[src/rtl/spi_pkg.sv]
// SPI responder shared definitions.
// Register map, bit positions and FSM states.
package spi_pkg;

  localparam logic [3:0] SPI_S_CTRL   = 4'h0;
  localparam logic [3:0] SPI_S_TXDATA = 4'h4;
  localparam logic [3:0] SPI_S_RXDATA = 4'h8;
  localparam logic [3:0] SPI_S_STATUS = 4'hC;

  localparam int CTRL_EN   = 0;
  localparam int CTRL_CPOL = 1;
  localparam int CTRL_CPHA = 2;
  localparam int CTRL_IE   = 3;

  localparam int ST_BUSY = 0;
  localparam int ST_RXV  = 1;
  localparam int ST_TXE  = 2;
  localparam int ST_OVR  = 3;
  localparam int ST_UNR  = 4;

  typedef enum logic {
    S_IDLE,
    S_ACTIVE
  } spi_state_e;

endpackage

[src/rtl/spi_slave_sync.sv]
// Input synchronizer with edge pulses.
// Level after SYNC_STAGES flops; one history flop for edges.
module spi_slave_sync #(
  parameter int   SYNC_STAGES = 2,
  parameter logic RST_VAL     = 1'b0
) (
  input  logic clk_i,
  input  logic rst_ni,
  input  logic async_i,
  output logic level_o,
  output logic rise_o,
  output logic fall_o
);

  logic [SYNC_STAGES-1:0] sync_q;
  logic                   hist_q;

  // shift the async input through the chain, keep last level
  always_ff @(posedge clk_i) begin
    if (!rst_ni) begin
      sync_q <= {SYNC_STAGES{RST_VAL}};
      hist_q <= RST_VAL;
    end else begin
      sync_q <= {sync_q[SYNC_STAGES-2:0], async_i};
      hist_q <= sync_q[SYNC_STAGES-1];
    end
  end

  assign level_o = sync_q[SYNC_STAGES-1];
  assign rise_o  = level_o & ~hist_q;
  assign fall_o  = ~level_o & hist_q;

endmodule

[src/rtl/spi_slave.sv]
// SPI responder on the simple register bus.
// Oversampled SCLK/SS_N/MOSI, all CPOL/CPHA modes.
module spi_slave
  import spi_pkg::*;
#(
  parameter int SYNC_STAGES = 2,
  parameter int FRAME_BITS  = 8
) (
  input  logic        clk_i,
  input  logic        rst_ni,
  input  logic [31:0] data_i,
  input  logic [31:0] addr_i,
  input  logic        we_i,
  output logic [31:0] data_o,
  input  logic        spi_sclk,
  input  logic        spi_ss_n,
  input  logic        spi_mosi,
  output logic        spi_miso,
  output logic        spi_miso_oe,
  output logic        irq_o
);

  localparam int CW = $clog2(FRAME_BITS);
  localparam logic [CW-1:0] LAST = CW'(FRAME_BITS - 1);

  logic sclk_lvl, sclk_rise, sclk_fall;
  logic ss_lvl, ss_rise, ss_fall;
  logic mosi_lvl, mosi_rise, mosi_fall;

  spi_slave_sync #(.SYNC_STAGES(SYNC_STAGES), .RST_VAL(1'b0)) u_sync_sclk (
    .clk_i   (clk_i),
    .rst_ni  (rst_ni),
    .async_i (spi_sclk),
    .level_o (sclk_lvl),
    .rise_o  (sclk_rise),
    .fall_o  (sclk_fall)
  );

  spi_slave_sync #(.SYNC_STAGES(SYNC_STAGES), .RST_VAL(1'b1)) u_sync_ss (
    .clk_i   (clk_i),
    .rst_ni  (rst_ni),
    .async_i (spi_ss_n),
    .level_o (ss_lvl),
    .rise_o  (ss_rise),
    .fall_o  (ss_fall)
  );

  spi_slave_sync #(.SYNC_STAGES(SYNC_STAGES), .RST_VAL(1'b0)) u_sync_mosi (
    .clk_i   (clk_i),
    .rst_ni  (rst_ni),
    .async_i (spi_mosi),
    .level_o (mosi_lvl),
    .rise_o  (mosi_rise),
    .fall_o  (mosi_fall)
  );

  logic unused_bits;
  assign unused_bits = ^{addr_i[31:4], data_i[31:FRAME_BITS],
                         sclk_lvl, mosi_rise, mosi_fall};

  spi_state_e state_q, state_d;

  logic en_q, en_d, cpol_q, cpol_d;
  logic cpha_q, cpha_d, ie_q, ie_d;
  logic txe_q, txe_d, rxv_q, rxv_d;
  logic ovr_q, ovr_d, unr_q, unr_d;
  logic [FRAME_BITS-1:0] txdata_q, txdata_d;
  logic [FRAME_BITS-1:0] rxdata_q, rxdata_d;
  logic [FRAME_BITS-1:0] stx_q, stx_d;
  logic [FRAME_BITS-1:0] srx_q, srx_d;
  logic [CW-1:0]         cnt_q, cnt_d;

  logic busy;
  logic wr_ctrl, wr_tx, wr_st;
  logic lead, trail, in_frame;
  logic sample_ev, shift_ev, load_ev, rx_done;
  logic [FRAME_BITS-1:0] rx_byte;

  assign wr_ctrl = we_i && (addr_i[3:0] == SPI_S_CTRL);
  assign wr_tx   = we_i && (addr_i[3:0] == SPI_S_TXDATA);
  assign wr_st   = we_i && (addr_i[3:0] == SPI_S_STATUS);

  assign lead      = cpol_q ? sclk_fall : sclk_rise;
  assign trail     = cpol_q ? sclk_rise : sclk_fall;
  assign in_frame  = busy & en_q & ~ss_rise;
  assign sample_ev = in_frame & (cpha_q ? trail : lead);
  assign shift_ev  = in_frame & (cpha_q ? lead : trail);
  assign rx_done   = sample_ev && (cnt_q == LAST);
  assign rx_byte   = {srx_q[FRAME_BITS-2:0], mosi_lvl};

  // CPHA=0 preloads at select and after each full frame; CPHA=1 at first edge
  assign load_ev = cpha_q
    ? (in_frame && lead && (cnt_q == '0))
    : ((!busy && en_q && ss_fall) ||
       (in_frame && trail && (cnt_q == '0)));

  // FSM state register
  always_ff @(posedge clk_i) begin
    if (!rst_ni) state_q <= S_IDLE;
    else         state_q <= state_d;
  end

  // FSM next state: follow the synchronized chip select
  always_comb begin
    state_d = state_q;
    unique case (state_q)
      S_IDLE:   if (en_q && ss_fall)    state_d = S_ACTIVE;
      S_ACTIVE: if (!en_q || ss_rise)   state_d = S_IDLE;
      default:                          state_d = S_IDLE;
    endcase
  end

  // FSM outputs: busy flag and MISO driven only inside a frame
  always_comb begin
    busy     = 1'b0;
    spi_miso = 1'b0;
    unique case (state_q)
      S_ACTIVE: begin
        busy     = 1'b1;
        spi_miso = rst_ni & stx_q[FRAME_BITS-1];
      end
      default: begin
        busy     = 1'b0;
        spi_miso = 1'b0;
      end
    endcase
  end

  // next register values; hardware set wins over W1C clear
  always_comb begin
    en_d     = en_q;
    cpol_d   = cpol_q;
    cpha_d   = cpha_q;
    ie_d     = ie_q;
    txdata_d = txdata_q;
    rxdata_d = rxdata_q;
    stx_d    = stx_q;
    srx_d    = srx_q;
    cnt_d    = cnt_q;
    txe_d    = txe_q;
    rxv_d    = rxv_q & ~(wr_st & data_i[ST_RXV]);
    ovr_d    = ovr_q & ~(wr_st & data_i[ST_OVR]);
    unr_d    = unr_q & ~(wr_st & data_i[ST_UNR]);
    if (wr_ctrl) begin
      en_d   = data_i[CTRL_EN];
      cpol_d = data_i[CTRL_CPOL];
      cpha_d = data_i[CTRL_CPHA];
      ie_d   = data_i[CTRL_IE];
    end
    if (load_ev) begin
      if (txe_q) begin
        stx_d = '1;
        unr_d = 1'b1;
      end else begin
        stx_d = txdata_q;
      end
      txe_d = 1'b1;
    end else if (shift_ev) begin
      stx_d = {stx_q[FRAME_BITS-2:0], 1'b0};
    end
    if (wr_tx) begin
      txdata_d = data_i[FRAME_BITS-1:0];
      txe_d    = 1'b0;
    end
    if (sample_ev) begin
      srx_d = rx_byte;
      cnt_d = (cnt_q == LAST) ? '0 : cnt_q + 1'b1;
    end
    if (rx_done) begin
      rxdata_d = rx_byte;
      rxv_d    = 1'b1;
      if (rxv_q) ovr_d = 1'b1;
    end
    if (state_d == S_IDLE) cnt_d = '0;
  end

  // register and frame datapath state
  always_ff @(posedge clk_i) begin
    if (!rst_ni) begin
      en_q     <= 1'b0;
      cpol_q   <= 1'b0;
      cpha_q   <= 1'b0;
      ie_q     <= 1'b0;
      txdata_q <= '0;
      rxdata_q <= '0;
      stx_q    <= '0;
      srx_q    <= '0;
      cnt_q    <= '0;
      txe_q    <= 1'b1;
      rxv_q    <= 1'b0;
      ovr_q    <= 1'b0;
      unr_q    <= 1'b0;
    end else begin
      en_q     <= en_d;
      cpol_q   <= cpol_d;
      cpha_q   <= cpha_d;
      ie_q     <= ie_d;
      txdata_q <= txdata_d;
      rxdata_q <= rxdata_d;
      stx_q    <= stx_d;
      srx_q    <= srx_d;
      cnt_q    <= cnt_d;
      txe_q    <= txe_d;
      rxv_q    <= rxv_d;
      ovr_q    <= ovr_d;
      unr_q    <= unr_d;
    end
  end

  logic [31:0] rdata;

  // combinational read mux on the low address nibble
  always_comb begin
    rdata = '0;
    unique case (addr_i[3:0])
      SPI_S_CTRL:   rdata = {28'b0, ie_q, cpha_q, cpol_q, en_q};
      SPI_S_TXDATA: rdata = 32'(txdata_q);
      SPI_S_RXDATA: rdata = 32'(rxdata_q);
      SPI_S_STATUS: rdata = {27'b0, unr_q, ovr_q, txe_q, rxv_q, busy};
      default:      rdata = '0;
    endcase
  end

  assign data_o      = rst_ni ? rdata : '0;
  assign spi_miso_oe = rst_ni & en_q & ~ss_lvl;
  assign irq_o       = rst_ni & ie_q & rxv_q;

endmodule
[config.mk]
export PLATFORM = sky130hd
export DESIGN_NAME = spi_slave
export DESIGN_NICKNAME = d
export VERILOG_FILES = /design/src/rtl/spi_pkg.sv /design/src/rtl/spi_slave_sync.sv /design/src/rtl/spi_slave.sv
export SDC_FILE = /design/constraint.sdc
export NUM_CORES = 1
export LEC_CHECK = 0
export BUFFER_PORTS_ARGS = -buffer_cell sky130_fd_sc_hd__buf_2
export CORE_AREA = 2 2 76 78
export CTS_CLUSTER_DIAMETER = 120
export DETAILED_ROUTE_END_ITERATION = 16
export DIE_AREA = 0 0 78 80
export PLACE_DENSITY = 0.85
export SLEW_MARGIN = 20
export SYNTH_ARGS = -nofsm -noshare
export SYNTH_HDL_FRONTEND = slang
export SYNTH_SLANG_ARGS = --single-unit
[constraint.sdc]
create_clock -name clk_i -period 2 [get_ports clk_i]
set_input_delay 0.2 -clock clk_i [delete_from_list [all_inputs] [get_ports clk_i]]
set_output_delay 0.2 -clock clk_i [all_outputs]
set_load 0.02 [all_outputs]
Word level (Yosys, flattened, before mapping)
Index checks and enable logic that the tools add are counted.
{"block": "totals", "output_inout_bits": 35, "input_bits": 70, "register_bits": 51}
{"block": "classes", "n_addsub": 1, "n_bitwise": 28, "muxes": 23, "reduce_logical": 20, "n_eq_ne": 4}
{"operator": "2-to-1 mux 32 bit", "n": 1}
{"operator": "one-hot mux 8 bit (4 select lines)", "n": 1}
{"operator": "2-to-1 mux 8 bit", "n": 3}
{"operator": "bitwise AND 1 bit", "n": 19}
{"operator": "2-to-1 mux 1 bit", "n": 16}
{"operator": "logical AND 1 bit", "n": 11}
{"operator": "NOT 1 bit", "n": 9}
{"operator": "== test 4 bit, second input constant", "n": 2}
{"operator": "== test 4 x 3 -> 1 bit, second input constant", "n": 1}
{"operator": "logical NOT 4 bit", "n": 1}
{"operator": "nonzero test 2 bit", "n": 2}
{"operator": "adder 3 x 1 -> 3 bit, second input constant", "n": 1}
{"operator": "== test 3 bit, second input constant", "n": 1}
{"operator": "logical NOT 3 bit", "n": 1}
{"operator": "2-to-1 mux 3 bit", "n": 1}
{"operator": "logical NOT 1 bit", "n": 2}
{"operator": "logical OR 1 bit", "n": 2}
{"operator": "one-hot mux 1 bit (2 select lines)", "n": 1}
{"operator": "AND reduction 2 bit", "n": 1}

Depth between registers and ports, before layout
{"block": "logic_depth", "word_depth": 10, "depth_mapped": 6, "ltp_nobuf": 6}

Cells and area by module
A second synthesis with hierarchy kept.
{"block": "unflattened", "hier_cells": 296, "area_unflattened_um2": 2606.2}
{"mod": "spi_slave", "area_per_inst_um2": 2332.2, "seq_area_each_um2": 860.8, "instances": 1, "cells_per_inst": 272}
{"mod": "spi_slave_sync", "area_per_inst_um2": 91.3, "seq_area_each_um2": 60.1, "instances": 3, "cells_per_inst": 8}

Worst setup path after synthesis
Ideal clock, no wire load.
{"block": "synth_timing", "path_type": "flip-flop to flip-flop", "from": "register cnt_q[0]", "to": "register stx_q[1]", "arrival_ns": 1.473, "setup_slack_ns": 0.443, "setup_time_ns": 0.084, "path_stages_with_launch": 7, "t_required_ns": 1.916, "path_buffers": 0, "path_cell_list": "dfxtp_1 -> inv_1 -> ha_1 -> nor2b_1 -> nor4_1 -> nand3_1 -> o221ai_1"}
{"block": "synth_via", "elab_chain_cells": 5}
{"element": "start, declared", "line": "spi_slave.sv:71", "text": "logic [CW-1:0] cnt_q, cnt_d;"}
{"element": "start signal, assigned", "line": "spi_slave.sv:202", "text": "cnt_q <= cnt_d;"}
{"element": "logical NOT 3 bit *", "line": "spi_slave.sv:93, spi_slave.sv:95"}
{"element": "logical AND 1 bit", "line": "spi_slave.sv:95", "text": "(in_frame && trail && (cnt_q == '0)));"}
{"element": "logical OR 1 bit", "line": "spi_slave.sv:94", "text": ": ((!busy && en_q && ss_fall) ||"}
{"element": "2-to-1 mux 1 bit *", "line": "spi_slave.sv:93", "text": "? (in_frame && lead && (cnt_q == '0))"}
{"element": "2-to-1 mux 8 bit or nonzero test 2 bit (tied branches)"}
{"element": "end signal, assigned", "line": "spi_slave.sv:200", "text": "stx_q <= stx_d;"}
{"element": "end, declared", "line": "spi_slave.sv:69", "text": "logic [FRAME_BITS-1:0] stx_q, stx_d;"}
Every way passes the cells marked *; elsewhere a longest branch is shown, timed or not.
A chain may end at the register's enable or synchronous reset.

Worst setup path in the final report
{"block": "layout_timing", "from": "register state_q", "to": "register rxdata_q[7]"}
{"block": "layout_via", "elab_chain_cells": 5}
{"element": "start, declared", "line": "spi_slave.sv:61", "text": "spi_state_e state_q, state_d;"}
{"element": "start signal, assigned", "line": "spi_slave.sv:100", "text": "else state_q <= state_d;"}
{"element": "2-to-1 mux 1 bit", "line": "spi_slave.sv:117", "text": "unique case (state_q)"}
{"element": "bitwise AND 1 bit (2 in series)", "line": "spi_slave.sv:85", "text": "assign in_frame = busy & en_q & ~ss_rise;"}
{"element": "bitwise AND 1 bit", "line": "spi_slave.sv:86", "text": "assign sample_ev = in_frame & (cpha_q ? trail : lead);"}
{"element": "logical AND 1 bit", "line": "spi_slave.sv:88", "text": "assign rx_done = sample_ev && (cnt_q == LAST);"}
{"element": "end signal, assigned", "line": "spi_slave.sv:199", "text": "rxdata_q <= rxdata_d;"}
{"element": "end, declared", "line": "spi_slave.sv:68", "text": "logic [FRAME_BITS-1:0] rxdata_q, rxdata_d;"}
Every way passes these cells.

==> impl.org <==
** Finish
- For this run, the post-layout net count is just under 400.
- In the final layout, the share of cells above drive strength 1 is between 10% and 20%.
- Filler cell count :: around 530
- Compared with the post-synthesis result, the final layout area differs by 10.0%.
- The library cell used most frequently in the layout, excluding fill and tap cells, is dfxtp_1.
- Highest-count cells in the layout ignoring fill and taps :: dfxtp_1 (51), nor2_1 (28), buf_2 (28), nand3_1 (24), conb_1 (24)
- The repair_antennas step left the layout with diodes totalling 0.
- Area used by multi-input combinational logic :: between 1000 and 1500 um^2
- In the final layout, flip-flops and latches occupy 1020 um^2.
- Cells fill around 51% of the core in the end.

** Clock network
- Cts hold-fix bufs :: 0
- # Post-CTS Setup Buffers :: 0
- Total CTS buffers :: 5
- Clock latency on the worst-skew pair, taken at its later pin, is 0.31 ns.
- Clock Tree Root :: clkbuf_8
- Num Clock Sinks :: 51
- The longest clock path from root to sink contains 2 buffers.
- H-tree depth :: 2
- Clock slew at the register clock pins of the worst setup and hold paths :: 0.09 ns
- CTS tree :: yes
- Post-cts resize count :: 0

** Routing
- In the routed layout, each cell is associated on average with a via count of about 5.2.
- In the final routed layout, each cell accounts on average for between 10 and 15 um.
- Final ANT Viol Nets :: 0
- In the routed design, unresolved DRC markers number 0.
- Total vias in the final route :: 2056
- Iteration count of the initial detailed-routing pass :: 4
- For this block, the initial DRC count from the detailed router was 136.
- The routed design has ~5.4 mm of wire.

** Synthesis
- By area, the combinational part of the netlist is dominated by simple AND/OR/NAND/NOR gates.
- Number of synthesis warnings :: 0
- Post-synthesis cell area :: 2510 um^2
- Xor/xnor cell area share of the yosys netlist :: less than 1%
- Post-Synthesis Cells :: 296
- Multiplexer share of the synthesized area :: approximately a tenth
- Library cells used by synthesis :: 37
- Post-synthesis sequential area ratio :: 40.7%
- Area share of fa/ha/maj cells after synthesis :: 1.89%
- Dividing the synthesized area by the synthesized cell count gives between 8 and 9 um^2.
- Post-synthesis compound-gate area fraction :: 13.6%
- After synthesis the netlist holds a flip-flop and latch count of between 50 and 60.
- The synthesized netlist devotes 21.1% of its cell area to simple gates.

** GRT
- Total grt overflow :: 0
- First-pass GRT wire length :: around 8.7 mm
- Global routing used between 15 and 20% of the available tracks.
- Largest net degree at the start of global routing :: 29
- The number of global-route vias before repair was slightly below 2000.
- The initial antenna violation count was 0.

** Power and ir drop
- After layout, the design draws a total of between 2 and 2.5 mW.
- Dividing total power by cell area gives a power density of about 730 nW/um^2.
- IR analysis of the VDD net gives a maximum drop of around 0.67 mV.
- Pleak :: ~1.2 nW

** Setup path
- CP bufs+invs :: 0
- Data arrives at the worst endpoint at ~2.1 ns.
- Tracing the worst setup path back leads to its startpoint at state_q$_SDFF_PN0_.
- The largest single stage delay on the critical path is approximately 0.55 ns.
- In this run the critical register-to-register path is captured at rxdata_q[7]$_SDFFE_PN0P_.
- Worst Reg2Reg Path Length in Cells :: 4
- Worst EP required :: ~2.2 ns
- The critical path is of the register to register type.
- Reg2Reg Setup Slack :: between 0.15 and 0.2 ns
- Depth of the critical timing path with buffers and inverters included :: 4
- Crit path capture :: rxdata_q[7]$_SDFFE_PN0P_
- The largest individual stage delay along the critical path comes from the cell and3_1.
- Critical path, cell by cell :: nand2_1 > nor2_1 > and3_1 > mux2i_1
- In this run the worst path has a maximum fanout of 8.
- Startpoint type of the worst setup path :: register
- Broken down by cell family, the worst path's largest delay share belongs to simple AND/OR/NAND/NOR gates.
- Kind of end point of the critical path :: register
- Worst r2r src :: state_q$_SDFF_PN0_

** Floorplan
- Horiz. Die Dim :: a little under 80 um
- In this run the vertical extent of the chip is about 80 um.
- Number of rows created at floorplan :: 27
- I/O pin total :: between 100 and 150
- Core Footprint :: between 5000 and 6000 um^2
- Full die area :: around 6200 um^2
- Initial core utilization :: 46.5%

** Timing
- Unrepaired setup endpoints after global routing :: false
- Total setup violations reported at the end of the flow :: 0
- The clock arrives with 0.00763 ns of skew.
- The worst pin sits at a relative slew slack of between 60% and 70%.
- Measured slew at the worst slew-check pin :: around 0.6 ns
- Based on the critical path, the design can be clocked at up to roughly 540 MHz.
- Final total negative setup slack :: 0 ns
- Final Hold Vio Count :: 0
- The worst path uses between 90% and 100% of the clock period.
- Max Slew Vio Count :: 0
- The smallest clock period supported by the final layout is computed as approximately 1.8 ns.

** Run status
- The run finished with clean final reports.

** Flow run
- The tool flagged a number of max-cap violations equal to 0.

** Placement
- Final weighted congestion in routability-driven placement :: ~0.87
- Detailed placement ended at an HPWL of 3.85 mm.
- The count of buffers added on input and output ports is 28.

** Hold path
- The min-delay analysis places its worst path in the category input pin to register.
## kinds of logic (layout without fill, tap and decap cells)
| kind of cell | count (synthesis) | count (layout) |
|---|---|---|
| compound gates | 51 | 51 |
| xor+xnor | 1 | 1 |
| fa+ha+maj | 4 | 4 |
| buf+inv | 56 | 58 |
| flops | 51 | 51 |
| mux | 24 | 24 |
| other cells | 1 | 24 |
| simple gates | 108 | 108 |
## layout make-up
type / count / share of cell area, %
Timing Repair Buffer: 35 / 6.97
Clock buffer: 6 / 2.63
Tap cell: 72 / 3.26
Multi-Input combinational cell: 212 / 46.0
Inverter: 15 / 2.04
Clock inverter: 2 / 2.17
Sequential cell: 51 / 37.0
## cell usage after synthesis, drive strengths merged
cell	n	area share (%)
dfxtp	51	41
buf	29	8.2
nor2	28	4.2
nand3	24	4.8
mux2i	22	8.8
nand2	20	3.0
inv	15	2.2
o21ai	13	2.6
a21oi	12	2.4
clkbuf	12	1.8
nor2b	9	2.2
and2	8	2.0
nand2b	7	1.7
o221ai	7	2.4
a211oi	5	1.5
a22oi	5	1.5
a311oi	4	1.4
and3	4	1.0
ha	3	1.5
mux2	2	1.0
nand4	2	0.50
o22ai	2	0.50
a211o	1	0.35
a31oi	1	0.25
a32oi	1	0.65
and4	1	0.35
conb	1	0.15
maj3	1	0.40
nand3b	1	0.30
nor3	1	0.20
nor4	1	0.25
or2	1	0.25
or4	1	0.30
xnor2	1	0.65
## worst register-to-register path: cells and delay by family (launching register included)
family / cells / cell delay [ns]
and+or+nand+nor: 3 / 1.14
DFF: 1 / 0.41
muxes: 1 / 0.23
## state kept, by name, indices dropped and copies added (netlist names), 2 cells and up
register / cells
srx_q: 7
u_sync_sclk.sync_q: 2
rxdata_q: 8
cnt_q: 3
txdata_q: 8
u_sync_ss.sync_q: 2
stx_q: 8
u_sync_mosi.sync_q: 2
## metrics by stage
stage | hold WS, ns | instance area, um^2 | std cells | setup WS [ns]
6_report | 0.0698 | 2760 | 393 | 0.158
5_1_grt | 0.0785 | 2760 | 393 | 0.0187
4_1_cts | 0.0720 | 2760 | 393 | 0.158
3_5_place_dp | 0.392 | 2630 | 385 | 0.201
3_3_place_gp | 0.391 | 2630 | 385 | 0.305
2_1_floorplan | 0.301 | 2600 | 319 | 0.443
## worst min-delay path by stage
stage             start                              to  slack (ns)  cells past startpoint
2_1_floorplan  spi_ss_n  u_sync_ss.sync_q[0]$_SDFF_PN1_        0.30                      1
3_3_place_gp   spi_ss_n  u_sync_ss.sync_q[0]$_SDFF_PN1_        0.39                      2
3_5_place_dp   spi_ss_n  u_sync_ss.sync_q[0]$_SDFF_PN1_        0.39                      2
4_1_cts        spi_ss_n  u_sync_ss.sync_q[0]$_SDFF_PN1_        0.07                      2
5_1_grt        spi_ss_n  u_sync_ss.sync_q[0]$_SDFF_PN1_        0.08                      2
6_report       spi_ss_n  u_sync_ss.sync_q[0]$_SDFF_PN1_        0.07                      2
## power breakdown
part | leakage [nW] | total, mW | switching, mW | internal (mW)
clock | 0.0654 | 0.839 | 0.339 | 0.500
sequential | 0.413 | 1.03 | 0.00705 | 1.03
combinational | 0.720 | 0.151 | 0.110 | 0.0407
## per-layer routing
metal,part of all wire [%],GRT usage (%),routed length [um],vias up
li1,-,-,-,1019
met1,44,20.3,2380,951
met2,48,29.9,2580,72
met3,5.5,4.98,293,14
met4,2.2,7.37,119,0
met5,0,0,0,-
Power figures use the tool's default switching activity.
